[src/rtl/mau_pkg.sv]
// Shared types and constants for the memory access unit.
package mau_pkg;

  typedef enum logic [1:0] {
    IDLE  = 2'd0,
    READ  = 2'd1,
    WRITE = 2'd2,
    DONE  = 2'd3
  } state_e;

  localparam logic [1:0] SIZE_BYTE    = 2'b00;
  localparam logic [1:0] SIZE_HALF    = 2'b01;
  localparam logic [1:0] SIZE_WORD    = 2'b10;
  localparam logic [1:0] SIZE_ILLEGAL = 2'b11;

  localparam logic [31:0] DEFAULT_BASE_ADDRESS = 32'h1001_0000;

endpackage

[src/rtl/memory_access_unit_lane_merge.sv]
// Little-endian lane extract (with sign/zero extension) and lane insert.
module lane_merge
  import mau_pkg::*;
#(
  parameter int unsigned DATA_WIDTH = 32
) (
  input  logic [1:0]            size,
  input  logic                  sign_ext,
  input  logic [1:0]            lane_off,
  input  logic [DATA_WIDTH-1:0] ext_word,
  input  logic [DATA_WIDTH-1:0] ins_word,
  input  logic [DATA_WIDTH-1:0] wdata,
  output logic [DATA_WIDTH-1:0] load_data_c,
  output logic [DATA_WIDTH-1:0] store_data_c
);

  logic [7:0]  byte_sel;
  logic [15:0] half_sel;

  // Load path: pick the addressed lane and extend it to the full width.
  always_comb begin
    byte_sel    = ext_word[{lane_off, 3'b000} +: 8];
    half_sel    = ext_word[{lane_off[1], 4'b0000} +: 16];
    load_data_c = ext_word;
    case (size)
      SIZE_BYTE: load_data_c = {{(DATA_WIDTH-8){sign_ext & byte_sel[7]}}, byte_sel};
      SIZE_HALF: load_data_c = {{(DATA_WIDTH-16){sign_ext & half_sel[15]}}, half_sel};
      default:   load_data_c = ext_word;
    endcase
  end

  // Store path: replace only the addressed lane of the captured word.
  always_comb begin
    store_data_c = ins_word;
    case (size)
      SIZE_BYTE: store_data_c[{lane_off, 3'b000} +: 8]     = wdata[7:0];
      SIZE_HALF: store_data_c[{lane_off[1], 4'b0000} +: 16] = wdata[15:0];
      default:   store_data_c = wdata;
    endcase
  end

endmodule

[src/rtl/memory_access_unit.sv]
// CPU load/store front end to a word-addressed data memory, with
// read-modify-write for sub-word stores and alignment/range checking.
module memory_access_unit
  import mau_pkg::*;
#(
  parameter int unsigned DATA_WIDTH   = 32,
  parameter int unsigned MEMORY_DEPTH = 1024,
  parameter logic [31:0] BASE_ADDRESS = DEFAULT_BASE_ADDRESS
) (
  input  logic                            clk,
  input  logic                            reset,
  input  logic                            req,
  input  logic                            we,
  input  logic [1:0]                      size,
  input  logic                            sign_ext,
  input  logic [31:0]                     addr,
  input  logic [DATA_WIDTH-1:0]           wdata,
  output logic [DATA_WIDTH-1:0]           rdata,
  output logic                            ready,
  output logic                            busy,
  output logic                            err,
  output logic [$clog2(MEMORY_DEPTH)-1:0] mem_addr,
  output logic [DATA_WIDTH-1:0]           mem_wdata,
  output logic                            mem_write,
  output logic                            mem_read,
  input  logic [DATA_WIDTH-1:0]           mem_rdata
);

  localparam int unsigned IDX_W = $clog2(MEMORY_DEPTH);

  state_e                state_q, state_d;
  logic                  we_q, we_d;
  logic [1:0]            size_q, size_d;
  logic                  sext_q, sext_d;
  logic [1:0]            off_q, off_d;
  logic [IDX_W-1:0]      idx_q, idx_d;
  logic [DATA_WIDTH-1:0] wdata_q, wdata_d;
  logic [DATA_WIDTH-1:0] word_q, word_d;
  logic [DATA_WIDTH-1:0] rdata_q, rdata_d;
  logic                  err_q, err_d;

  logic [31:0]           offset_c;
  logic                  req_err_c;
  logic [DATA_WIDTH-1:0] load_data_c;
  logic [DATA_WIDTH-1:0] store_data_c;

  // Classify the incoming request: misaligned, illegal size or out of range.
  always_comb begin
    offset_c  = addr - BASE_ADDRESS;
    req_err_c = (size == SIZE_ILLEGAL)
              | ((size == SIZE_HALF) & addr[0])
              | ((size == SIZE_WORD) & (addr[1:0] != 2'b00))
              | (addr < BASE_ADDRESS)
              | ((offset_c >> 2) >= 32'(MEMORY_DEPTH));
  end

  lane_merge #(
    .DATA_WIDTH (DATA_WIDTH)
  ) u_lane_merge (
    .size         (size_q),
    .sign_ext     (sext_q),
    .lane_off     (off_q),
    .ext_word     (mem_rdata),
    .ins_word     (word_q),
    .wdata        (wdata_q),
    .load_data_c  (load_data_c),
    .store_data_c (store_data_c)
  );

  // State and request registers; reset aborts any request in flight.
  always_ff @(posedge clk) begin
    if (!reset) begin
      state_q <= IDLE;
      we_q    <= 1'b0;
      size_q  <= SIZE_BYTE;
      sext_q  <= 1'b0;
      off_q   <= 2'b00;
      idx_q   <= '0;
      wdata_q <= '0;
      word_q  <= '0;
      rdata_q <= '0;
      err_q   <= 1'b0;
    end else begin
      state_q <= state_d;
      we_q    <= we_d;
      size_q  <= size_d;
      sext_q  <= sext_d;
      off_q   <= off_d;
      idx_q   <= idx_d;
      wdata_q <= wdata_d;
      word_q  <= word_d;
      rdata_q <= rdata_d;
      err_q   <= err_d;
    end
  end

  // Next-state and datapath updates.
  always_comb begin
    state_d = state_q;
    we_d    = we_q;
    size_d  = size_q;
    sext_d  = sext_q;
    off_d   = off_q;
    idx_d   = idx_q;
    wdata_d = wdata_q;
    word_d  = word_q;
    rdata_d = rdata_q;
    err_d   = err_q;
    case (state_q)
      IDLE: begin
        if (req) begin
          we_d    = we;
          size_d  = size;
          sext_d  = sign_ext;
          off_d   = addr[1:0];
          idx_d   = IDX_W'(offset_c >> 2);
          wdata_d = wdata;
          rdata_d = '0;
          err_d   = req_err_c;
          if (req_err_c)              state_d = DONE;
          else if (!we)               state_d = READ;
          else if (size == SIZE_WORD) state_d = WRITE;
          else                        state_d = READ;
        end
      end
      READ: begin
        word_d = mem_rdata;
        if (we_q) begin
          state_d = WRITE;
        end else begin
          rdata_d = load_data_c;
          state_d = DONE;
        end
      end
      WRITE:   state_d = DONE;
      default: state_d = IDLE;
    endcase
  end

  // Status and memory strobes decoded from the state register.
  always_comb begin
    rdata     = rdata_q;
    err       = err_q;
    ready     = (state_q == DONE);
    busy      = (state_q != IDLE);
    mem_read  = (state_q == READ);
    mem_write = (state_q == WRITE) & reset;
    mem_addr  = idx_q;
    mem_wdata = store_data_c;
  end

endmodule

[config.mk]
export PLATFORM = sky130hd
export DESIGN_NAME = memory_access_unit
export DESIGN_NICKNAME = d
export VERILOG_FILES = /design/src/rtl/mau_pkg.sv /design/src/rtl/memory_access_unit_lane_merge.sv /design/src/rtl/memory_access_unit.sv
export SDC_FILE = /design/constraint.sdc
export NUM_CORES = 1
export LEC_CHECK = 0
export CAP_MARGIN = 25
export CORE_ASPECT_RATIO = 0.75
export CORE_MARGIN = 2
export CORE_UTILIZATION = 51
export DETAILED_ROUTE_END_ITERATION = 8
export GPL_ROUTABILITY_DRIVEN = 0
export HOLD_SLACK_MARGIN = 0.1
export PLACE_DENSITY = 0.91
export SYNTH_ARGS = -nofsm -noshare
export SYNTH_HDL_FRONTEND = slang
export SYNTH_SLANG_ARGS = --single-unit
export TNS_END_PERCENT = 30
[constraint.sdc]
create_clock -name clk -period 8.8 [get_ports clk]
set_clock_uncertainty 0.2 [all_clocks]
set_input_delay 2.64 -clock clk [delete_from_list [all_inputs] [get_ports clk]]
set_output_delay 2.64 -clock clk [all_outputs]
set_load 0.005 [all_outputs]
## After elaboration in Yosys (flattened, before gate mapping)

Index checks and enable logic that the tools add are counted.

| cells by class | value |
|---|---|
| $add $sub $neg | 3 |
| order comparisons | 2 |
| equality and inequality tests | 9 |
| shifts and indexed selects | 6 |
| mux-type cells | 13 |
| bitwise operators | 9 |
| reductions and logical operators | 7 |

Operator list:

| cell | count |
|---|---|
| 32-bit one-hot mux with 2 select lines | 3 |
| 32-bit bitwise mux | 2 |
| 32-bit two-way mux | 2 |
| 32-bit by 29-bit less-than comparator with 1-bit output (second input constant) | 1 |
| 16-bit by 7-bit variable shift with 32-bit output (first input constant) | 1 |
| 8-bit by 7-bit variable shift with 32-bit output (first input constant) | 1 |
| 16-bit by 7-bit indexed part select with 32-bit output | 1 |
| 32-bit by 6-bit indexed part select with 16-bit output | 1 |
| 32-bit by 6-bit indexed part select with 8-bit output | 1 |
| 8-bit by 7-bit indexed part select with 32-bit output | 1 |
| 32-bit by 29-bit subtractor with 32-bit output (second input constant) | 1 |
| 30-bit by 11-bit >= comparator with 1-bit output (second input constant) | 1 |
| 5-bit negation with 7-bit output | 2 |
| 2-bit == test (second input constant) | 4 |
| 2-bit two-way mux | 4 |
| 2-bit by 1-bit == test with 1-bit output (second input constant) | 3 |
| 2-bit one-hot mux with 3 select lines | 1 |
| 2-bit nonzero test | 3 |
| 1-bit bitwise AND | 5 |
| 2-bit logical NOT | 2 |
| 2-bit != test (second input constant) | 2 |
| 1-bit OR | 4 |
| 3-bit AND reduction | 1 |
| 2-bit AND reduction | 1 |
| 1-bit two-way mux | 1 |

| storage, ports and cells | value |
|---|---|
| flip-flop bits (word level) | 115 |
| input port bits | 103 |
| output and inout port bits | 79 |
| word-level logic and storage cells | 59 |

## Longest topological paths before layout

Gate-level depths: netlist (run 1).

| depth | value |
|---|---|
| depth after elaboration | 9 |
| depth in mapped cells | 10 |
| mapped depth without buffers | 7 |

## By module

A second synthesis (run 1) with hierarchy kept.

| unflattened totals | value |
|---|---|
| cell total of the unflattened synthesis | 803 |
| area total of the unflattened synthesis | 6687.7 um^2 |

By module, submodules not included:

| module | times used | cells an instance | area each (um^2) | seq. area each (um^2) |
|---|---|---|---|---|
| memory_access_unit | 1 | 517 | 4628.2 | 2302.2 |
| lane_merge | 1 | 286 | 2059.5 | 0.0 |

## Worst setup path before layout (run 1)

Ideal clock, no wire load.

| path | value |
|---|---|
| kind | input port to output port |
| start point | input port reset |
| end point | output port mem_write |
| data arrival time | 3240 ps |
| data required time | 5960 ps |
| path slack | 2720 ps |
| stages on the path | 3 |
| buffers on the path | 2 |
| cells stage by stage | clkbuf_1 > clkbuf_1 > and2_1 |

| on the way | value |
|---|---|
| longest elaborated chain between the ends | 1 |

RTL lines:

| item | line | text |
|---|---|---|
| from (decl) | memory_access_unit.sv:11 | `input logic reset,` |
| 1-bit bitwise AND | memory_access_unit.sv:147 | `mem_write = (state_q == WRITE) & reset;` |
| to (decl) | memory_access_unit.sv:24 | `output logic mem_write,` |

Every way passes these cells.

## Final worst setup path (run 1)

| path | value |
|---|---|
| start point | register off_q[1] |
| end point | output port mem_wdata[16] |

| on the way | value |
|---|---|
| longest elaborated chain between the ends | 4 |
| elaborated cells between the ends (all ways) | 9 |
| those cells by class | add/sub (2); shift (4); mux (3) |

RTL lines:

| item | line | text |
|---|---|---|
| from (decl) | memory_access_unit.sv:35 | `logic [1:0] off_q, off_d;` |
| from (signal assigned) | memory_access_unit.sv:77 | `off_q <= 2'b00;` |
| from (signal assigned) | memory_access_unit.sv:88 | `off_q <= off_d;` |
| 5-bit negation with 7-bit output (on tied branches) | memory_access_unit_lane_merge.sv:37, memory_access_unit_lane_merge.sv:36 |  |
| 16-bit by 7-bit indexed part select with 32-bit output (tied with other cells) | memory_access_unit_lane_merge.sv:37 | `SIZE_HALF: store_data_c[{lane_off[1], 4'b0000} +: 16] = wdata[15:0];` |
| 32-bit bitwise mux (on tied branches) | memory_access_unit_lane_merge.sv:37, memory_access_unit_lane_merge.sv:36 |  |
| 32-bit one-hot mux with 2 select lines * | memory_access_unit_lane_merge.sv:35 | `case (size)` |
| to (decl) | memory_access_unit.sv:23 | `output logic [DATA_WIDTH-1:0] mem_wdata,` |

Mark *: on every way between the ends. The rest lies on a longest branch, timed or not.

==> results of run 1 <==
-- worst max-delay path by stage --
stage | from | end | slack (ps) | cells after the start
finish | off_q[1] | mem_wdata[16] | 2230 | 7
global route | off_q[1] | mem_wdata[22] | 2020 | 7
CTS | off_q[1] | mem_wdata[16] | 2320 | 7
detailed placement | reset | mem_write | 2570 | 3
global placement | reset | mem_write | 2540 | 3
floorplan | reset | mem_write | 2720 | 3
-- report_power, final --
group          internal, mW  switching [mW]
registers             0.613           0.101
clock network         0.453           0.277
logic                 0.394           0.434
total                  1.46           0.812
-- metrics by stage --
| step | hold slack [ps] | area, um2 | utilization |
|---|---|---|---|
| floorplan | 244 | 6160 | - |
| global placement | 253 | 7940 | 0.678 |
| detailed placement | 258 | 7940 | 0.678 |
| CTS | 267 | 8560 | 0.731 |
| global route | 295 | 8580 | 0.733 |
| finish | 265 | 8580 | 0.733 |
-- cell families after synthesis --
family                   Yosys count  synth area share
AND/OR/NAND/NOR                  279             0.223
AO/OA/AOI/OAI                    190             0.238
flip-flops                       115             0.373
buffers and inverters             60            0.0509
multiplexers                      57            0.0960
adder cells (fa/ha/maj)            9            0.0183
-- sequential cells by signal (all words and copies together), names as in the netlist, 2 cells and up --
name,cells
rdata,32
wdata_q,32
word_q,32
mem_addr,10
off_q,2
size_q,2
state_q,2
-- routing by layer --
metal  vias up  part of all wire  track usage  wire length, um
met3        47              0.10       0.0850             1930
met4         0             0.022       0.0892              427
met2       351              0.46        0.467             8770
met5         -                 0            0                0
met1      2815              0.42        0.395             8080
li1       2826                 -            -                -
-- synth_stat cells (6+ instances only) --
| cell type | instances |
|---|---|
| sky130_fd_sc_hd__a211oi_1 | 10 |
| sky130_fd_sc_hd__a21boi_0 | 49 |
| sky130_fd_sc_hd__a21o_1 | 9 |
| sky130_fd_sc_hd__a21oi_1 | 7 |
| sky130_fd_sc_hd__a221o_1 | 8 |
| sky130_fd_sc_hd__a221oi_1 | 9 |
| sky130_fd_sc_hd__a22o_1 | 32 |
| sky130_fd_sc_hd__a22oi_1 | 14 |
| sky130_fd_sc_hd__a32o_1 | 8 |
| sky130_fd_sc_hd__buf_2 | 17 |
| sky130_fd_sc_hd__buf_6 | 7 |
| sky130_fd_sc_hd__clkbuf_1 | 23 |
| sky130_fd_sc_hd__dfxtp_1 | 115 |
| sky130_fd_sc_hd__ha_1 | 9 |
| sky130_fd_sc_hd__mux2_2 | 6 |
| sky130_fd_sc_hd__mux2i_1 | 49 |
| sky130_fd_sc_hd__nand2_1 | 174 |
| sky130_fd_sc_hd__nand2b_1 | 12 |
| sky130_fd_sc_hd__nand3_1 | 8 |
| sky130_fd_sc_hd__nor2_1 | 8 |
| sky130_fd_sc_hd__nor2b_1 | 47 |
| sky130_fd_sc_hd__o211ai_1 | 7 |
| sky130_fd_sc_hd__o21ai_0 | 23 |
-- cell type report --
class                   count  area (um2)
inverters                   7        26.3
multi-input cells         535        3550
fillers                   833        3120
clock buffers              17         425
flip-flops and latches    115        2300
repair buffers            188        1870
well taps                 162         203
clock inverters            15         195
-- tightest hold or removal path: cells and delay by family, from the launching register on --
kind	cells	cell delay, ps
flops	1	300
simple gates	1	40
compound gates	1	60
==> impl_summary.md, run 1 <==
CTS
Buffers inserted during clock tree synthesis total 17. The count of hold-fix buffers inserted at cts is 0. The clock slew seen by the registers of the worst setup and hold paths is around 60 ps.

The maximum clock insertion buffer count is 2. The clock sink total is around 120. The cell sitting at the root of the clock tree is a sky130_fd_sc_hd__clkbuf_16. The number of gates resized after CTS was 0.

TritonCTS built the clock tree. In this run the number of H-tree levels came out at 4. The buffer count from post-CTS setup fixing is 0. The source-to-sink clock delay at the later pin of the worst-skew pair is 420 ps.

Worst setup path
The peak fanout along the critical path is 17. The path type of the worst setup path is reg -> out. Among cell families on the critical path, the largest total delay comes from flip-flops. The critical path goes through inv_2 > ha_1 > nor4b_4 > a221oi_1 > a211oi_1 > a21o_1 > clkdlybuf4s50_1.

The startpoint class of the critical path is a flop. The data arrival at the endpoint of the critical path is 3730 ps. The endpoint kind of the worst setup timing path is an output pin. The destination of the worst register-to-register timing path is rdata[15]. In this design, the stage delay of the slowest critical-path cell is a little under 900 ps.

The path depth of the worst reg2reg path is 6. The setup slack of the worst register-to-register path is 5990 ps. The slowest cell on the critical path is sky130_fd_sc_hd__dfxtp_1. The data required time of the critical path is 5960 ps. In this run the critical register-to-register path is launched from off_q[1].

The critical path buffer and inverter count is 2.

Place
After detailed placement, the design holds a cell count of 1006. After legalization and detailed placement, the total HPWL measured 13300 um. The worst-case setup slack after placement is 2570 ps.

Buffers placed on the I/O ports in this run total 181.

Finish
The share of post-route cells with drive strength above 1 is 0.0775. The layout net count is 976. The most common cell after layout, fill and taps aside is sky130_fd_sc_hd__clkdlybuf4s50_1. The library cells used most frequently in the layout, excluding fill and tap cells, are sky130_fd_sc_hd__clkdlybuf4s50_1, sky130_fd_sc_hd__nand2_1, sky130_fd_sc_hd__dfxtp_1, sky130_fd_sc_hd__mux2i_1, sky130_fd_sc_hd__a21boi_0.

From synthesis to final layout, the design area changed by 39.1%. 0 antenna diodes ended up in the layout. The post-layout instance count excluding filler cells is around 1.0k.

Pwr
The design draws 2.27 mW. In this run the power density over the cells is about 260 mW/mm2. For this design the static power due to leakage is 3.15 nW. Across the VDD grid, the largest voltage drop is approximately 160 uV.

GRT
Global routing finished with a remaining overflow of 0. The initial antenna violation count came to 0. Entering global routing, the biggest net connects 94 pins. The number of global-route vias before repair is ~5.8k.

The first global-routing pass estimated 29700 um of wire. For this run, the total global-route usage over all layers was measured as 0.296.

Routing
The routed via count divided by cell count is 5.81. The first routing iteration left 551 violations. The first TritonRoute pass finished after 5 iterations. The routed wire length is 19200 um. The wire length per cell after detailed routing is 18.5 um.

After detailed routing, the number of remaining DRC violations is 0. The number of antenna-violating nets in the routed design is 0. The via count is roughly 6.0k.

Flow run
The max-cap check violation count is 0.

Floorplanning
The effective utilization at floorplan is 0.527. The floorplan step set the die width to ~130 um. The die outline height is 99.2 um. The I/O pin total is 182. The die covers 0.0130 mm2. The floorplan has 34 rows. After floorplanning, the core was sized to cover 0.0117 mm2.

Min path
The cell count of the worst hold path is 2. For hold timing, the worst endpoint is rdata[7]. In this run the most critical hold path is launched from rdata[7]. The worst hold-check path type is reg -> reg.

Synth
During synthesis, Yosys emitted a total of 0 warnings. In the synthesized netlist, the number of instances is 710. The net count of the mapped netlist is 822.

The share of synthesized flip-flops with an asynchronous set or reset is 0. The average instance in the mapped netlist occupies 8.68 um2. After synthesis, the cell types taking the most area are sky130_fd_sc_hd__dfxtp_1, sky130_fd_sc_hd__nand2_1, sky130_fd_sc_hd__mux2i_1. Of the post-synthesis cell area, the dominant cell type holds 0.373. The library cell with the largest summed area after synthesis is sky130_fd_sc_hd__dfxtp_1. The area of the mapped netlist is 0.00616 mm2. The synthesized design contains 115 register bits. The number of distinct library cell variants in the gate-level netlist after synthesis is 57.

The proportion of synthesized chip area in sequential cells is 0.373. The most common flop cell mapped by yosys is sky130_fd_sc_hd__dfxtp_1. The synthesized design contains 0 enable-type register cells.

Timing
Summed over all failing endpoints, the final setup total negative slack is 0 ps. Setup violations remaining at the end of the flow were counted as 0. The post-layout minimum cycle time is 6570 ps. The relative max-transition margin is 0.390. Of the available clock period, the critical path in the final layout requires 0.747. The count of pins over their slew limit is 0. Static timing analysis puts the maximum clock frequency at 0.152 GHz. The actual transition at the worst max-transition pin is 915 ps.

Setup repair after global routing left no endpoint under its margin. The final number of hold-violating endpoints is 0. Setup slack closes at between 2000 and 2500 ps.

Run status
The flow ran to the end, and the final reports show no timing, DRC or antenna violations.
No activity file was read; power rests on OpenSTA's default activity.
==> inputs of run 2 (changes only) <==
--- a/config.mk
+++ b/config.mk
@@ -8,11 +8,11 @@
 export CAP_MARGIN = 25
 export CORE_ASPECT_RATIO = 0.75
 export CORE_MARGIN = 2
-export CORE_UTILIZATION = 51
+export CORE_UTILIZATION = 48
 export DETAILED_ROUTE_END_ITERATION = 8
 export GPL_ROUTABILITY_DRIVEN = 0
 export HOLD_SLACK_MARGIN = 0.1
-export PLACE_DENSITY = 0.91
+export PLACE_DENSITY = 0.87
 export SYNTH_ARGS = -nofsm -noshare
 export SYNTH_HDL_FRONTEND = slang
 export SYNTH_SLANG_ARGS = --single-unit
==> constraint.sdc (replaced) <==
create_clock -name clk -period 6.7 [get_ports clk]
set_clock_uncertainty 0.2 [all_clocks]
set_input_delay 2.01 -clock clk [delete_from_list [all_inputs] [get_ports clk]]
set_output_delay 2.01 -clock clk [all_outputs]
set_load 0.005 [all_outputs]
==> impl_summary.md, run 2 (synthesized netlist as in run 1, its figures left out) <==
Run status
The run finished with clean final reports.

Timing
Headroom to the max-slew limit came out at 0.390. Setup repair after global routing left no endpoint under its margin. The final sum of negative setup slack is 0 ps. The highest attainable clock frequency is ~0.18 GHz. Hold is met by 265 ps. The final number of hold-violating endpoints came to 0.

The post-layout minimum cycle time is 5610 ps. The final number of setup-violating endpoints is 0. The count of pins over their slew limit is 0.

The share of the clock period used by the worst path after layout is 0.838. At the pin with the least slew margin, the transition time is a little over 900 ps.

Worst setup path
By startpoint and endpoint, the worst setup path is classified as reg -> out. The startpoint class of the critical path is a flop. The setup slack of the worst register-to-register path is 3650 ps. Traced cell by cell, the critical path runs through buf_4 > ha_1 > inv_2 > nor4b_4 > a221oi_1 > a211oi_1 > a21o_1 > clkdlybuf4s50_1. The critical path buffer and inverter count is 3. The worst stage delay on the critical path is 650 ps. The data required time of the critical path is 4490 ps. Along the worst path, the maximum fanout reaches 21. The kind of cell adding the most delay to the critical path is buffers and inverters. The data arrival at the endpoint of the critical path is 3400 ps. The endpoint kind of the worst setup timing path is an output pin. The slowest cell on the critical path is sky130_fd_sc_hd__dfxtp_1.

GRT
In the global route stage, overall resource usage came out at 0.283. The global-route wire length before repair is just under 30000 um. The sum of overflow across all layers after global routing is 0. The initial antenna violation count was 0. The number of global-route vias before repair was between 5k and 6k. The largest net degree at the start of global routing is 94.

Finish
In the layout the commonest cells are sky130_fd_sc_hd__clkdlybuf4s50_1, sky130_fd_sc_hd__nand2_1, sky130_fd_sc_hd__dfxtp_1, sky130_fd_sc_hd__mux2i_1, sky130_fd_sc_hd__a21boi_0. Leaving out fill and tap cells, the most frequent cell in the layout is sky130_fd_sc_hd__clkdlybuf4s50_1. The post-layout instance count excluding filler cells is 1043. The layout net count is ~1000. The share of post-route cells with drive strength above 1 is 0.0775. The final-layout fill cell count is 985. The repair_antennas step left the layout with diodes totalling 0. The area growth from synthesis to layout is 37.8%.

CTS
After clock tree synthesis, the flow added hold-fix buffers numbering 0. At the later pin of the worst-skew pair, clock insertion delay measures 420 ps. The clock drives 115 sinks. The maximum clock insertion buffer count is 2.

The clock slew seen by the registers of the worst setup and hold paths is 60 ps. The buffer count from post-CTS setup fixing is 0. TritonCTS built the clock tree. The clock tree synthesis step divided the H-tree into 4 levels.

The total clock buffers created by CTS is 17. In this run the clock root is driven by a sky130_fd_sc_hd__clkbuf_16. In this run, post-CTS repair resized a total of 0 instances.

Routing
The first detailed-routing pass ran for 5 iterations. After detailed routing, the number of remaining DRC violations is 0. The number of antenna-violating nets in the routed design is 0. For this block, the initial DRC count from the detailed router was approximately 610. The wire length per cell after detailed routing is 18.3 um. The routed wire length is approximately 19000 um. The routed via count divided by cell count is 5.72. The via count is roughly 6.0k.

Floorplanning
The die outline height is 102 um. The I/O pin total is 182. The die is 135 um wide. The core area is about 0.012 mm2.

The initial utilization of the core area, before any placement, comes to 0.497. The die covers 0.0138 mm2. The initialized floorplan defines 35 standard-cell rows.

Pwr
The cell leakage power is 3.11 nW. Across the VDD grid, the largest voltage drop is 218 uV. Total power for the finished layout comes to 2.84 mW.

The power per cell area is 334 mW/mm2.

Place
Counting tap cells, the placed design contains a total of 1011 instances. The count of input and output buffers is 181. The total half-perimeter wirelength after legalization and detailed placement is 13600 um.

Min path
The path class of the tightest hold or removal check is reg -> reg.

Flow run
The tool flagged a number of max-cap violations equal to 0.
## run 2: changes by cell type in the layout (fill, tap and decap cells not counted), sizes merged
cell	before	now
clkinv	3	7
inv	14	10
bufinv	3	0
clkinvlp	2	4
clkbuf	17	18
## run 2: area by class of cell
type	instances	area [um2]	share of cell area
Tap cell	166	208	0.0245
Inverter	7	26.3	0.00309
Timing Repair Buffer	188	1860	0.219
Clock inverter	14	106	0.0125
Sequential cell	115	2300	0.271
Clock buffer	18	439	0.0517
Multi-Input combinational cell	535	3550	0.418
## run 2: layer usage
metal / GRT usage / vias to the layer above / share of wire
met5: 0 / - / 0
met4: 0.0907 / 0 / 0.016
met3: 0.0704 / 25 / 0.11
met2: 0.444 / 313 / 0.45
met1: 0.387 / 2794 / 0.43
li1: - / 2836 / -
## run 2: report_power, final
group	internal (mW)	leakage (nW)	total, mW	switching (mW)
clock	0.484	0.259	0.827	0.343
sequential	0.806	0.938	0.938	0.132
combinational	0.510	1.91	1.07	0.565
total	1.80	3.11	2.84	1.04
## run 2: worst paths after layout
check	from	to	cells past startpoint
max reg2reg	state_q[0]	rdata[12]	6
min	mem_addr[1]	mem_addr[1]	2
min reg2reg	mem_addr[1]	mem_addr[1]	2
max	off_q[1]	mem_wdata[18]	8
## run 2: worst register-to-register path, stage by stage (launching register included)
cell	delay (ps)
sky130_fd_sc_hd__dfxtp_1	420
sky130_fd_sc_hd__ha_2	190
sky130_fd_sc_hd__buf_4	490
sky130_fd_sc_hd__nor2b_4	310
sky130_fd_sc_hd__nor2b_4	310
sky130_fd_sc_hd__and2_1	770
sky130_fd_sc_hd__a32o_1	290
## run 2: stage by stage
stage	setup slack (ps)	utilization	cell area [um2]
after floorplan	1880	-	6160
after global placement	1710	0.641	7950
after detailed placement	1670	0.641	7950
after CTS	1150	0.685	8490
after global routing	917	0.685	8490
final	1090	0.685	8490
